**src/rtl/anc_pkg.sv**
```systemverilog
// Shared types and default constants for the ANC LMS adaptation sequencer.
package anc_pkg;

    localparam int DATA_BUS_SIZE_DEF = 11;
    localparam int TAPS_DEF          = 3;
    localparam int SAT_LIMIT_DEF     = 1000;
    localparam int ERR_TIMEOUT_DEF   = 15;

    // One coefficient component in Qn.10 fixed point at the default width.
    typedef logic signed [DATA_BUS_SIZE_DEF-1:0] coeff_t;

    // Per-sample sequencing states.
    typedef enum logic [2:0] {
        IDLE     = 3'd0,
        WAIT_ERR = 3'd1,
        ADAPT    = 3'd2,
        CAPTURE  = 3'd3,
        COMMIT   = 3'd4
    } seq_state_e;

endpackage

```
**src/rtl/anc_coeff_sat_check.sv**
```systemverilog
// Combinational saturation guard: flags when any candidate I/Q component
// has magnitude >= SAT_LIMIT. The most negative code always counts as
// saturated, because its magnitude cannot be represented at DATA_BUS_SIZE.
module anc_coeff_sat_check
    import anc_pkg::*;
#(
    parameter int DATA_BUS_SIZE = DATA_BUS_SIZE_DEF,
    parameter int TAPS          = TAPS_DEF,
    parameter int SAT_LIMIT     = SAT_LIMIT_DEF
) (
    input  logic signed [DATA_BUS_SIZE-1:0] coeff_i [TAPS],
    input  logic signed [DATA_BUS_SIZE-1:0] coeff_q [TAPS],
    output logic                            saturated
);

    // Magnitude is computed one bit wider so the most negative code does not wrap.
    localparam int MW = DATA_BUS_SIZE + 1;
    localparam logic [MW-1:0] LIMIT = MW'(SAT_LIMIT);

    function automatic logic is_sat(input logic signed [DATA_BUS_SIZE-1:0] x);
        logic [MW-1:0] ext_v;
        logic [MW-1:0] mag_v;
        logic          most_neg_v;
        ext_v      = {x[DATA_BUS_SIZE-1], x};
        mag_v      = x[DATA_BUS_SIZE-1] ? (~ext_v + MW'(1)) : ext_v;
        most_neg_v = (x == {1'b1, {(DATA_BUS_SIZE-1){1'b0}}});
        return (mag_v >= LIMIT) | most_neg_v;
    endfunction

    // OR the per-component test across all 2*TAPS candidate values.
    always_comb begin
        saturated = 1'b0;
        for (int t = 0; t < TAPS; t++) begin
            saturated = saturated | is_sat(coeff_i[t]) | is_sat(coeff_q[t]);
        end
    end

endmodule

```
**src/rtl/anc_adapt_sequencer.sv**
```systemverilog
// Per-sample controller for the ANC LMS adaptation path. Owns the complex
// coefficient bank, pulses the adaptation enable once per accepted sample,
// captures the datapath's candidate coefficients and commits them unless
// frozen, saturated or overridden by a pending bank clear.
module anc_adapt_sequencer
    import anc_pkg::*;
#(
    parameter int DATA_BUS_SIZE = DATA_BUS_SIZE_DEF,
    parameter int TAPS          = TAPS_DEF,
    parameter int SAT_LIMIT     = SAT_LIMIT_DEF,
    parameter int ERR_TIMEOUT   = ERR_TIMEOUT_DEF
) (
    input  logic                            clock,
    input  logic                            reset,
    input  logic                            sampleStrobe,
    input  logic                            errorValid,
    input  logic                            freeze,
    input  logic                            coeffClear,
    input  logic                            clearFlags,
    input  logic signed [DATA_BUS_SIZE-1:0] newCoefficient_I     [TAPS],
    input  logic signed [DATA_BUS_SIZE-1:0] newCoefficient_Q     [TAPS],
    output logic signed [DATA_BUS_SIZE-1:0] currentCoefficient_I [TAPS],
    output logic signed [DATA_BUS_SIZE-1:0] currentCoefficient_Q [TAPS],
    output logic                            adaptEnable,
    output logic                            coeffUpdated,
    output logic                            busy,
    output logic                            overrunFlag,
    output logic                            timeoutFlag,
    output logic                            satFlag
);

    localparam int CNT_W = $clog2(ERR_TIMEOUT + 1);

    seq_state_e                      state_r, state_next_s;
    logic [CNT_W-1:0]                cnt_r, cnt_next_s, cnt_inc_s;
    logic signed [DATA_BUS_SIZE-1:0] bank_i_r [TAPS];
    logic signed [DATA_BUS_SIZE-1:0] bank_q_r [TAPS];
    logic signed [DATA_BUS_SIZE-1:0] cand_i_r [TAPS];
    logic signed [DATA_BUS_SIZE-1:0] cand_q_r [TAPS];
    logic                            sat_s, sat_r;
    logic                            clear_pending_r, clear_pending_next_s, clear_now_s;
    logic                            bank_write_s, bank_clear_s;
    logic                            timeout_set_s, sat_set_s, overrun_set_s;
    logic                            adapt_r, updated_r, busy_r;
    logic                            overrun_r, timeout_r, satflag_r;

    anc_coeff_sat_check #(
        .DATA_BUS_SIZE (DATA_BUS_SIZE),
        .TAPS          (TAPS),
        .SAT_LIMIT     (SAT_LIMIT)
    ) u_sat_check (
        .coeff_i   (newCoefficient_I),
        .coeff_q   (newCoefficient_Q),
        .saturated (sat_s)
    );

    assign cnt_inc_s = cnt_r + CNT_W'(1);

    // Next-state and error-timeout counter logic.
    always_comb begin
        state_next_s  = state_r;
        cnt_next_s    = cnt_r;
        timeout_set_s = 1'b0;
        case (state_r)
            IDLE: begin
                if (sampleStrobe) begin
                    state_next_s = WAIT_ERR;
                    cnt_next_s   = '0;
                end else begin
                    state_next_s = IDLE;
                end
            end
            WAIT_ERR: begin
                if (errorValid) begin
                    state_next_s = ADAPT;
                end else if (cnt_inc_s == CNT_W'(ERR_TIMEOUT)) begin
                    state_next_s  = IDLE;
                    cnt_next_s    = cnt_inc_s;
                    timeout_set_s = 1'b1;
                end else begin
                    cnt_next_s = cnt_inc_s;
                end
            end
            ADAPT:   state_next_s = CAPTURE;
            CAPTURE: state_next_s = COMMIT;
            COMMIT:  state_next_s = IDLE;
            default: state_next_s = IDLE;
        endcase
    end

    // Bank write/clear decision; a clear (live or pending) always beats a commit.
    always_comb begin
        bank_write_s = 1'b0;
        bank_clear_s = 1'b0;
        sat_set_s    = 1'b0;
        clear_now_s  = coeffClear | clear_pending_r;
        case (state_r)
            IDLE: begin
                bank_clear_s = clear_now_s;
            end
            COMMIT: begin
                if (clear_now_s) begin
                    bank_clear_s = 1'b1;
                end else if (freeze) begin
                    bank_write_s = 1'b0;
                end else if (sat_r) begin
                    sat_set_s = 1'b1;
                end else begin
                    bank_write_s = 1'b1;
                end
            end
            default: begin
                bank_write_s = 1'b0;
            end
        endcase
        if (bank_clear_s) begin
            clear_pending_next_s = 1'b0;
        end else if (coeffClear) begin
            clear_pending_next_s = 1'b1;
        end else begin
            clear_pending_next_s = clear_pending_r;
        end
        overrun_set_s = sampleStrobe & (state_r != IDLE);
    end

    // State register.
    always_ff @(posedge clock or posedge reset) begin
        if (reset) begin
            state_r <= IDLE;
        end else begin
            state_r <= state_next_s;
        end
    end

    // Registered outputs, sticky flags (set beats clear), capture and bank storage.
    always_ff @(posedge clock or posedge reset) begin
        if (reset) begin
            cnt_r           <= '0;
            adapt_r         <= 1'b0;
            updated_r       <= 1'b0;
            busy_r          <= 1'b0;
            overrun_r       <= 1'b0;
            timeout_r       <= 1'b0;
            satflag_r       <= 1'b0;
            sat_r           <= 1'b0;
            clear_pending_r <= 1'b0;
            for (int t = 0; t < TAPS; t++) begin
                bank_i_r[t] <= '0;
                bank_q_r[t] <= '0;
                cand_i_r[t] <= '0;
                cand_q_r[t] <= '0;
            end
        end else begin
            cnt_r           <= cnt_next_s;
            adapt_r         <= (state_next_s == ADAPT);
            busy_r          <= (state_next_s != IDLE);
            updated_r       <= bank_write_s | bank_clear_s;
            overrun_r       <= overrun_set_s | (overrun_r & ~clearFlags);
            timeout_r       <= timeout_set_s | (timeout_r & ~clearFlags);
            satflag_r       <= sat_set_s     | (satflag_r & ~clearFlags);
            clear_pending_r <= clear_pending_next_s;
            if (state_r == CAPTURE) begin
                sat_r <= sat_s;
                for (int t = 0; t < TAPS; t++) begin
                    cand_i_r[t] <= newCoefficient_I[t];
                    cand_q_r[t] <= newCoefficient_Q[t];
                end
            end else begin
                sat_r <= sat_r;
            end
            for (int t = 0; t < TAPS; t++) begin
                if (bank_clear_s) begin
                    bank_i_r[t] <= '0;
                    bank_q_r[t] <= '0;
                end else if (bank_write_s) begin
                    bank_i_r[t] <= cand_i_r[t];
                    bank_q_r[t] <= cand_q_r[t];
                end else begin
                    bank_i_r[t] <= bank_i_r[t];
                    bank_q_r[t] <= bank_q_r[t];
                end
            end
        end
    end

    assign currentCoefficient_I = bank_i_r;
    assign currentCoefficient_Q = bank_q_r;
    assign adaptEnable          = adapt_r;
    assign coeffUpdated         = updated_r;
    assign busy                 = busy_r;
    assign overrunFlag          = overrun_r;
    assign timeoutFlag          = timeout_r;
    assign satFlag              = satflag_r;

endmodule

```
**config.mk**
```make
export PLATFORM = sky130hd
export DESIGN_NAME = anc_adapt_sequencer
export DESIGN_NICKNAME = d
export VERILOG_FILES = /design/src/rtl/anc_pkg.sv /design/src/rtl/anc_coeff_sat_check.sv /design/src/rtl/anc_adapt_sequencer.sv
export SDC_FILE = /design/constraint.sdc
export NUM_CORES = 1
export LEC_CHECK = 0
export ABC_AREA = 1
export BUFFER_PORTS_ARGS = -buffer_cell sky130_fd_sc_hd__buf_2
export CAP_MARGIN = 25
export CORE_MARGIN = 3
export CORE_UTILIZATION = 48
export DETAILED_ROUTE_END_ITERATION = 10
export PLACE_DENSITY_LB_ADDON = 0.1
export REMOVE_ABC_BUFFERS = 1
export SYNTH_ARGS = -nofsm -noshare
export SYNTH_HDL_FRONTEND = slang
export SYNTH_SLANG_ARGS = --single-unit
```
**constraint.sdc**
```tcl
create_clock -name clock -period 5.5 [get_ports clock]
set_clock_uncertainty 0.2 [all_clocks]
set_input_delay 0.55 -clock clock [delete_from_list [all_inputs] [get_ports clock]]
set_output_delay 0.55 -clock clock [all_outputs]
set_load 0.02 [all_outputs]
```
## Word level (Yosys, flattened, before mapping)

Index checks and enable logic that the tools add are counted.

| word-level totals | value |
|---|---|
| output and inout bits | 72 |
| bits of input ports | 73 |
| register bits | 147 |

| cells by class | value |
|---|---|
| equal/unequal tests | 14 |
| $add $sub $neg | 7 |
| bitwise operators | 27 |
| mux-type cells | 40 |
| reductions and logical operators | 7 |
| order comparisons | 6 |

Operator list:

| kind | number |
|---|---|
| $mux 11 | 12 |
| $add 12x1->12 const B | 6 |
| $ge 12x10->1 const B | 6 |
| $mux 12 | 6 |
| $not 12->12 | 6 |
| $eq 11x11->1 const B | 6 |
| $or 1x1->1 | 16 |
| $mux 1 | 15 |
| $pmux 3 s4 | 1 |
| $eq 3x2->1 const B | 3 |
| $mux 4 | 2 |
| $pmux 4 s2 | 1 |
| $mux 3 | 2 |
| $reduce_bool 2->1 | 3 |
| $reduce_bool 3->1 | 2 |
| $add 4x1->4 const B | 1 |
| $and 1x1->1 | 4 |
| $eq 4x4->1 const B | 1 |
| $ne 2x2->1 const B | 2 |
| $eq 3x1->1 const B | 1 |
| $eq 3x3->1 const B | 1 |
| $logic_not 3->1 | 1 |
| $reduce_and 3->1 | 1 |
| $pmux 1 s2 | 1 |
| $not 1->1 | 1 |

## Depth between registers and ports, before layout

Gate-level depths: netlist of the first run.

| logic depth | value |
|---|---|
| depth after elaboration | 10 |
| mapped depth | 14 |

## Cells and area by module

Synthesis of the first run repeated with hierarchy kept, for this count alone.

| unflattened totals | value |
|---|---|
| cell total of the unflattened synthesis | 858 |
| area total of the unflattened synthesis | 6,874.1 um^2 |

By module, submodules not included:

| module | cells an instance | times used | area each (um^2) |
|---|---|---|---|
| anc_adapt_sequencer | 635 | 1 | 5,910.7 |
| anc_coeff_sat_check | 223 | 1 | 963.4 |

## Least setup slack after synthesis of the first run

Ideal clock, no wire load.

| path | value |
|---|---|
| path kind | input port to flip-flop |
| start point | input newCoefficient_Q[0] in the netlist's numbering |
| end point | register sat_r |
| cell stages on the path | 14 |
| setup time | 77 ps |
| path buffers | 0 |
| setup slack | 3,656 ps |
| arrival time | 1,567 ps |
| cell sequence | inv_1 ha_1 nand2_1 nor2_1 nand2_1 nand2_1 nand2_1 nand2_1 o21ai_0 nor2_1 nand2_1 nand2_1 nor2_1 a21oi_1 |

| between the ends | value |
|---|---|
| word-level cells in the longest chain between the ends | 6 |
| elaborated cells on any way between the ends | 7 |
| classes of those cells | add/sub (1); order compare (1); eq/ne (1); mux (1); bitwise (3) |

RTL lines:

| element | line | source |
|---|---|---|
| start: declaration | anc_adapt_sequencer.sv:21 | `input logic signed [DATA_BUS_SIZE-1:0] newCoefficient_Q [TAPS],` |
| $not 12->12 | anc_coeff_sat_check.sv:25 | `mag_v = x[DATA_BUS_SIZE-1] ? (~ext_v + MW'(1)) : ext_v;` |
| $add 12x1->12 | anc_coeff_sat_check.sv:25 |  |
| $mux 12 | anc_coeff_sat_check.sv:25 |  |
| $ge 12x10->1 | anc_coeff_sat_check.sv:27 | `return (mag_v >= LIMIT) \| most_neg_v;` |
| $or 1x1->1 (*) | anc_coeff_sat_check.sv:27 |  |
| $or 1x1->1 (*) | anc_coeff_sat_check.sv:34 | `saturated = saturated \| is_sat(coeff_i[t]) \| is_sat(coeff_q[t]);` |
| end signal: assignment | anc_adapt_sequencer.sv:163 | `sat_r <= sat_s;` |
| end signal: assignment | anc_adapt_sequencer.sv:169 | `sat_r <= sat_r;` |
| end: declaration | anc_adapt_sequencer.sv:40 | `logic sat_s, sat_r;` |

Every way passes the cells marked *; elsewhere a longest branch is shown, timed or not.
A chain may end at the register's enable or synchronous reset.

## Worst setup path after layout of the first run

| path | value |
|---|---|
| start point | register state_r[2] |
| end point | register sat_r |

| between the ends | value |
|---|---|
| word-level cells in the longest chain between the ends | 1 |

RTL lines:

| element | line | source |
|---|---|---|
| start: declaration | anc_adapt_sequencer.sv:34 | `seq_state_e state_r, state_next_s;` |
| start signal: assignment | anc_adapt_sequencer.sv:131 | `state_r <= state_next_s;` |
| $eq 3x2->1 | anc_adapt_sequencer.sv:162 | `if (state_r == CAPTURE) begin` |

No other way between the ends.

==> flow_summary.yaml, run 1 <==
run_status:
  status: "finished clean"
floorplanning:
  die_y_um: 128
  dieArea_um2: 16300
  core-area_um2: 14200
  start_util_pct: 50.1
  pin_count: 145
  die_w_um: 128
  floorplan.rows: 43
sta:
  fmax_mhz: 407
  slew_headroom_pct: 46.9
  fin_hold_ws_ns: 0.150
  post-route-period-util_pct: 44.7
  finalCriticalPeriod_ns: 2.46
  maxSlewViolCount: 0
  finalSetupTns_ns: 0
  finalHoldViolCount: 0
  rsz0062_at_grt: "false"
  setup_violations: 0
  worst_pin_slew_ns: 0.796
synth:
  synth-seq-cells: 147
  netlist_instances: 900
  syn_area_um2: 7120
  ys_types: 25
  syn_avg_cell_area_um2: 7.91
  yosysSeqAreaShare_pct: 51.6
  synth.yosys.warnings: 0
worst_setup_path:
  critPathCaptureType: "flop"
  worstReg2RegEnd: "sat_r"
  required_ns: 5.61
  critPathLaunchType: "flop"
  ff2ff_path_depth: 9
  critical_path_class: "reg2reg"
  ff2ff_setup_slack_ns: 3.04
  path_max_fanout: 68
  r2r_start: "state_r[2]"
  cp_data_arrival_time_ns: 2.57
placement:
  io_buffers: 144
  place_congestion: 0.858
  hpwl_mm: 11.2
cts:
  clkTransAtPathRegs_ns: 0.06
  cts_setup_buffers: 0
  cts_tree: "done"
  ctsLongestPathBuffers: 2
  cts_buffers: 17
  clock_sinks: 147
  insertion_delay_ns: 0.42
  clockRootBuffer: "clkbuf_16"
  cts_htree_levels: 4
route:
  drc: 0
  first_iter_violations: 379
  drt-wirelength-per-cell_um: 13.3
  dr.pass1.iters: 8
  vias: 6011
  ant_nets: 0
  vias_per_cell: 4.89
  routed_wirelength_mm: 16.3
power_and_ir_drop:
  power_density_nw_per_um2: 423
  p_sw_mw: 1.18
  vdd_drop_max_mv: 0.308
  p_leak_nw: 4.71
  p_clk_share_pct: 33.2
  pwr-share-seq_pct: 42.6
  p_int_mw: 2.45
  pwr-share-comb_pct: 24.2
  p_sw_share_pct: 32.4
min_path:
  whs_path_depth: 2
  worstHoldEndpoint: "overrunFlag"
  hold_class: "in2reg"
  holdCritStartpoint: "clearFlags"
cells_and_area:
  layout-drive-gt1-share_pct: 17.6
  nets: 1116
  final_common_cell: "inv_1"
  num-fill-cells: 1341
  diodes: 0
  area_delta_synth_final_pct: 20.4
  final_cell_mix: "209 x inv_1, 185 x nand2_1, 147 x dfrtp_1"
global_route:
  grt_max_degree: 107
  grt.total_usage_pct: 20.3
  first_global_vias: 5571
  grt_first_pass_wirelength_mm: 26.4
  grt_remaining_overflow: 0
  antenna_found_initial: 0
run:
  cap_violations: 0
## worst max-delay path by stage
stage	startpoint	endpoint	slack (ns)	depth (start not counted)
after floorplan	reset	adaptEnable	0.80	1
after global placement	coeffClear	currentCoefficient_I[26]	3.06	6
after detailed placement	coeffClear	currentCoefficient_Q[16]	3.00	6
after CTS	state_r[2]	sat_r	3.03	9
after global routing	state_r[2]	sat_r	2.77	9
final	state_r[2]	sat_r	3.04	9
## stage by stage
stage | power [mW] | std cells | setup slack [ns] | cell area, um2 | util, %
floorplan | 2.16 | 866 | 0.799 | 6930 | -
global placement | 2.42 | 1194 | 3.06 | 7930 | 55.8
detailed placement | 2.44 | 1194 | 3.00 | 7930 | 55.8
CTS | 3.66 | 1226 | 3.03 | 8540 | 60.1
global route | 3.88 | 1228 | 2.77 | 8580 | 60.4
finish | 3.63 | 1228 | 3.04 | 8580 | 60.4
## cells by family (layout without fill, tap and decap cells)
family | count (synthesis) | count (layout) | share of synthesized area (%)
AND/OR/NAND/NOR | 323 | 323 | 19.0
buffers and inverters | 246 | 394 | 13.9
AO/OA/AOI/OAI | 169 | 169 | 13.2
flip-flops | 147 | 147 | 51.6
adder cells (fa/ha/maj) | 8 | 8 | 1.41
XOR/XNOR | 7 | 7 | 0.861
## worst max-delay path, stage by stage (launching register included)
cell and delay (ns):
dfrtp_1 0.42, inv_2 0.13, nand3_4 0.44, buf_4 0.51, a21oi_1 0.20, o211ai_1 0.11
nor2_1 0.09, nand2_1 0.06, nor2_1 0.08, a21oi_1 0.07
## Yosys cell counts, drive strengths merged
cell type	instances	area, um2
nand3	67	335
nor3	5	36.3
clkbuf	13	48.8
xor2	6	52.6
nand2	185	694
nor2	54	205
o211ai	2	15.0
o22ai	67	419
o21ai	93	469
o21a	1	7.51
a21oi	6	30.0
ha	8	100
buf	21	146
nand3b	1	11.3
xnor2	1	8.76
inv	212	796
dfrtp	147	3680
nand4	11	68.8
## what timing repair did
item / 4_1_cts / 5_1_grt
endpoints found under the hold margin: 0 / 2
gates resized for setup: 0 / 0
hold buffers: 0 / 1
## cell type report
cell class	instances	area [um2]	area share [%]
sequential	147	3680	42.9
multi-input combinational	507	2470	28.8
inverter	212	801	9.33
timing repair buffer	150	788	9.19
clock buffer	23	458	5.34
tap	180	225	2.63
clock inverter	9	154	1.79
## per-layer routing
metal / global-route usage (%) / up-vias / wire length [um]
li1: - / 3099 / -
met2: 31.3 / 152 / 7490
met4: 6.43 / 0 / 178
met3: 4.92 / 14 / 1040
met1: 28.4 / 2746 / 7590
met5: 0 / - / 0
## sequential cells by signal, summed over array words and instances, names as in the netlist, 3 cells and up
signal                cells
cnt_r                     4
currentCoefficient_Q     33
state_r                   3
cand_i_r                 33
cand_q_r                 33
currentCoefficient_I     33
## power groups by stage
stage	Combinational (mW)	Sequential (mW)	Clock, mW
floorplan	0.592	1.56	0
global placement	0.861	1.55	0
detailed placement	0.879	1.56	0
CTS	0.888	1.55	1.23
global route	1.02	1.58	1.28
finish	0.877	1.55	1.20
(Power assumes the default switching activity.)
==> run 2: changes to the inputs <==
--- a/config.mk
+++ b/config.mk
@@ -5,7 +5,7 @@
 export SDC_FILE = /design/constraint.sdc
 export NUM_CORES = 1
 export LEC_CHECK = 0
-export ABC_AREA = 1
+export ABC_AREA = 0
 export BUFFER_PORTS_ARGS = -buffer_cell sky130_fd_sc_hd__buf_2
 export CAP_MARGIN = 25
 export CORE_MARGIN = 3
==> constraint.sdc (replaced) <==
create_clock -name clock -period 2.19 [get_ports clock]
set_clock_uncertainty 0.2 [all_clocks]
set_input_delay 0.219 -clock clock [delete_from_list [all_inputs] [get_ports clock]]
set_output_delay 0.219 -clock clock [all_outputs]
set_load 0.02 [all_outputs]
==> flow_summary.yaml, run 2 <==
cells_and_area:
  diodes: 0
  area_delta_synth_final_pct: 38.0
  num-fill-cells: 1007
  nets: 953
  layout-drive-gt1-share_pct: 25.3
  final_common_cell: "nand2_1"
  final_cell_mix: "180 x nand2_1, 147 x dfrtp_1, 144 x buf_2"
synth:
  async_reset_ff_share_pct: 100
  synth_top_family_by_area: "simple AND/OR/NAND/NOR gates"
  synth_edf_count: 0
  synth-seq-cells: 147
  netlist_instances: 645
  ys_types: 52
  yosysSeqAreaShare_pct: 57.1
  synth.most_common_cell: "nand2_1"
  yosys.area.top_type: "dfrtp_1"
  syn_area_um2: 6440
  synthSimpleGateAreaFrac_pct: 20.0
  synth.area.mux_share_pct: 0.893
  synth_top_flop_cell: "dfrtp_1"
  synth_area_leaders: "dfrtp_1 57%, nand2_1 11%, a22o_1 9.1%, o21ai_0 2.6%, clkbuf_1 1.6%"
  syn_avg_cell_area_um2: 9.99
  synth_commonest_cells: "182 x nand2_1, 147 x dfrtp_1, 67 x a22o_1"
  synth_top_area_share_pct: 57.1
  synth.yosys.warnings: 0
  synth_compound_area_share_pct: 16.5
  synthAdderAreaFrac_pct: 1.55
  synth_xor_area_share_pct: 0.680
cts:
  cts_buffers: 17
  ctsLongestPathBuffers: 2
  clock_sinks: 147
  insertion_delay_ns: 0.42
  clockRootBuffer: "clkbuf_16"
  cts_tree: "done"
  cts_htree_levels: 4
  cts_setup_buffers: 0
  clkTransAtPathRegs_ns: 0.05
worst_setup_path:
  critPathLaunchType: "input port"
  ff2ff_setup_slack_ns: 0.19
  crit_start: "newCoefficient_Q[28]"
  critPathCaptureType: "flop"
  ff2ff_path_depth: 6
  max_stage_delay_ns: 0.52
  worstReg2RegEnd: "busy"
  r2r_start: "cnt_r[0]"
  crit_cells: 8
  crit_slowest_cell: "dlygate4sd3_1"
  required_ns: 2.27
  critical_path_class: "in2reg"
  cp_top_family: "simple AND/OR/NAND/NOR gates"
  crit_chain: "dlygate4sd3_1 > buf_2 > or4_4 > or3_1 > nand4b_1 > o21ai_0 > a31oi_4 > a41oi_2"
  cp-endpoint: "sat_r"
  cp_data_arrival_time_ns: 2.20
  path_max_fanout: 4
  cp_num_buf_inv: 2
sta:
  rsz0062_at_grt: "false"
  maxSlewViolCount: 0
  worst_pin_slew_ns: 0.568
  setup_violations: 0
  fmax_mhz: 473
  finalCriticalPeriod_ns: 2.12
  post-route-period-util_pct: 96.6
  fin_ws_ns: 0.0749
  finalSetupTns_ns: 0
  finalHoldViolCount: 0
  slew_headroom_pct: 62.1
route:
  drt-wirelength-per-cell_um: 16.5
  dr.pass1.iters: 4
  ant_nets: 0
  routed_wirelength_mm: 17.4
  vias_per_cell: 5.35
  first_iter_violations: 340
  vias: 5658
  drc: 0
placement:
  dp_slack_ns: -0.0234
  io_buffers: 144
  hpwl_mm: 11.1
  place_congestion: 0.918
global_route:
  grt_max_degree: 85
  grt_first_pass_wirelength_mm: 28.4
  first_global_vias: 5793
  grt_remaining_overflow: 0
  grt.total_usage_pct: 24.1
  antenna_found_initial: 0
floorplanning:
  dieArea_um2: 14900
  pin_count: 145
  start_util_pct: 50.0
  die_w_um: 122
  core-area_um2: 12900
  floorplan.rows: 41
  die_y_um: 122
power_and_ir_drop:
  p_leak_nw: 4.56
  power_density_nw_per_um2: 1000
  vdd_drop_max_mv: 0.566
run:
  cap_violations: 0
min_path:
  hold_class: "in2reg"
  whs_path_depth: 5
run_status:
  status: "finished clean"
==> run 2: cell count changes after synthesis, sizes merged, moves of 8 or more <==
cell | previous run | this run
inv | 212 | 24
buf | 21 | 3
nor2 | 54 | 26
clkbuf | 13 | 28
nand2b | 0 | 8
o22ai | 67 | 4
a22o | 0 | 67
o21ai | 93 | 33
or3 | 0 | 8
nand3 | 67 | 6
nor4 | 0 | 9
==> run 2: per-stage QoR <==
| stage | hold slack [ns] | utilization, % | power [mW] | instances | cell area (um2) |
|---|---|---|---|---|---|
| 4_1_cts | 0.127 | 68.5 | 8.94 | 1057 | 8820 |
| 5_1_grt | 0.218 | 69.1 | 9.46 | 1057 | 8890 |
| 2_1_floorplan | 0.124 | - | 5.18 | 614 | 6320 |
| 6_report | 0.177 | 69.1 | 8.90 | 1057 | 8890 |
| 3_5_place_dp | 0.133 | 58.3 | 5.98 | 952 | 7500 |
| 3_3_place_gp | 0.125 | 58.3 | 5.89 | 952 | 7500 |
==> run 2: area by class of cell <==
| type | instances | area [um2] | share of cell area [%] |
|---|---|---|---|
| clock buffer | 24 | 512 | 5.75 |
| clock inverter | 8 | 73.8 | 0.830 |
| inverter | 25 | 98.8 | 1.11 |
| multi-input combinational | 442 | 2640 | 29.6 |
| sequential | 147 | 3680 | 41.4 |
| tap | 172 | 215 | 2.42 |
| timing repair buffer | 239 | 1680 | 18.9 |
==> run 2: cells by family (layout without fill, tap and decap cells) <==
| family | Yosys count | in the layout |
|---|---|---|
| mux | 5 | 5 |
| xor+xnor | 5 | 5 |
| buf+inv | 56 | 296 |
| fa+ha+maj | 8 | 8 |
| compound gates | 141 | 141 |
| flops | 147 | 147 |
| simple gates | 283 | 283 |
==> run 2: how the worst min path moves through the flow <==
stage                         startpoint                       end  slack (ns)
floorplan           newCoefficient_I[10]              cand_i_r[10]        0.12
global placement                   reset  currentCoefficient_I[26]        0.12
detailed placement                 reset  currentCoefficient_I[23]        0.13
CTS                 newCoefficient_Q[27]                     sat_r        0.13
global route        newCoefficient_Q[27]                     sat_r        0.22
finish              newCoefficient_Q[27]                     sat_r        0.18
==> run 2: repair_timing <==
item,4_1_cts,5_1_grt
hold endpoints to repair,127,0
gates resized for setup,0,17
hold buffers,73,0
endpoints found under the setup margin,0,1
==> run 2: tightest hold or removal path, stage by stage <==
cell,delay (ns)
buf_2,0.12
nand2_1,0.07
nand2_2,0.09
a31oi_4,0.09
a41oi_2,0.15
==> run 2: where the power goes <==
group	leakage, nW	switching [mW]	internal [mW]
sequential	1.92	0.437	3.47
combinational	2.35	1.37	0.790
clock	0.288	1.09	1.74
total	4.56	2.90	6.00
==> run 2: per-layer routing <==
layer / GRT usage [%] / vias to the layer above / routed length (um)
met5: 0 / - / 0
met4: 7.35 / 0 / 226
met3: 5.90 / 21 / 947
met2: 40.6 / 146 / 8620
met1: 30.9 / 2784 / 7630
li1: - / 2707 / -
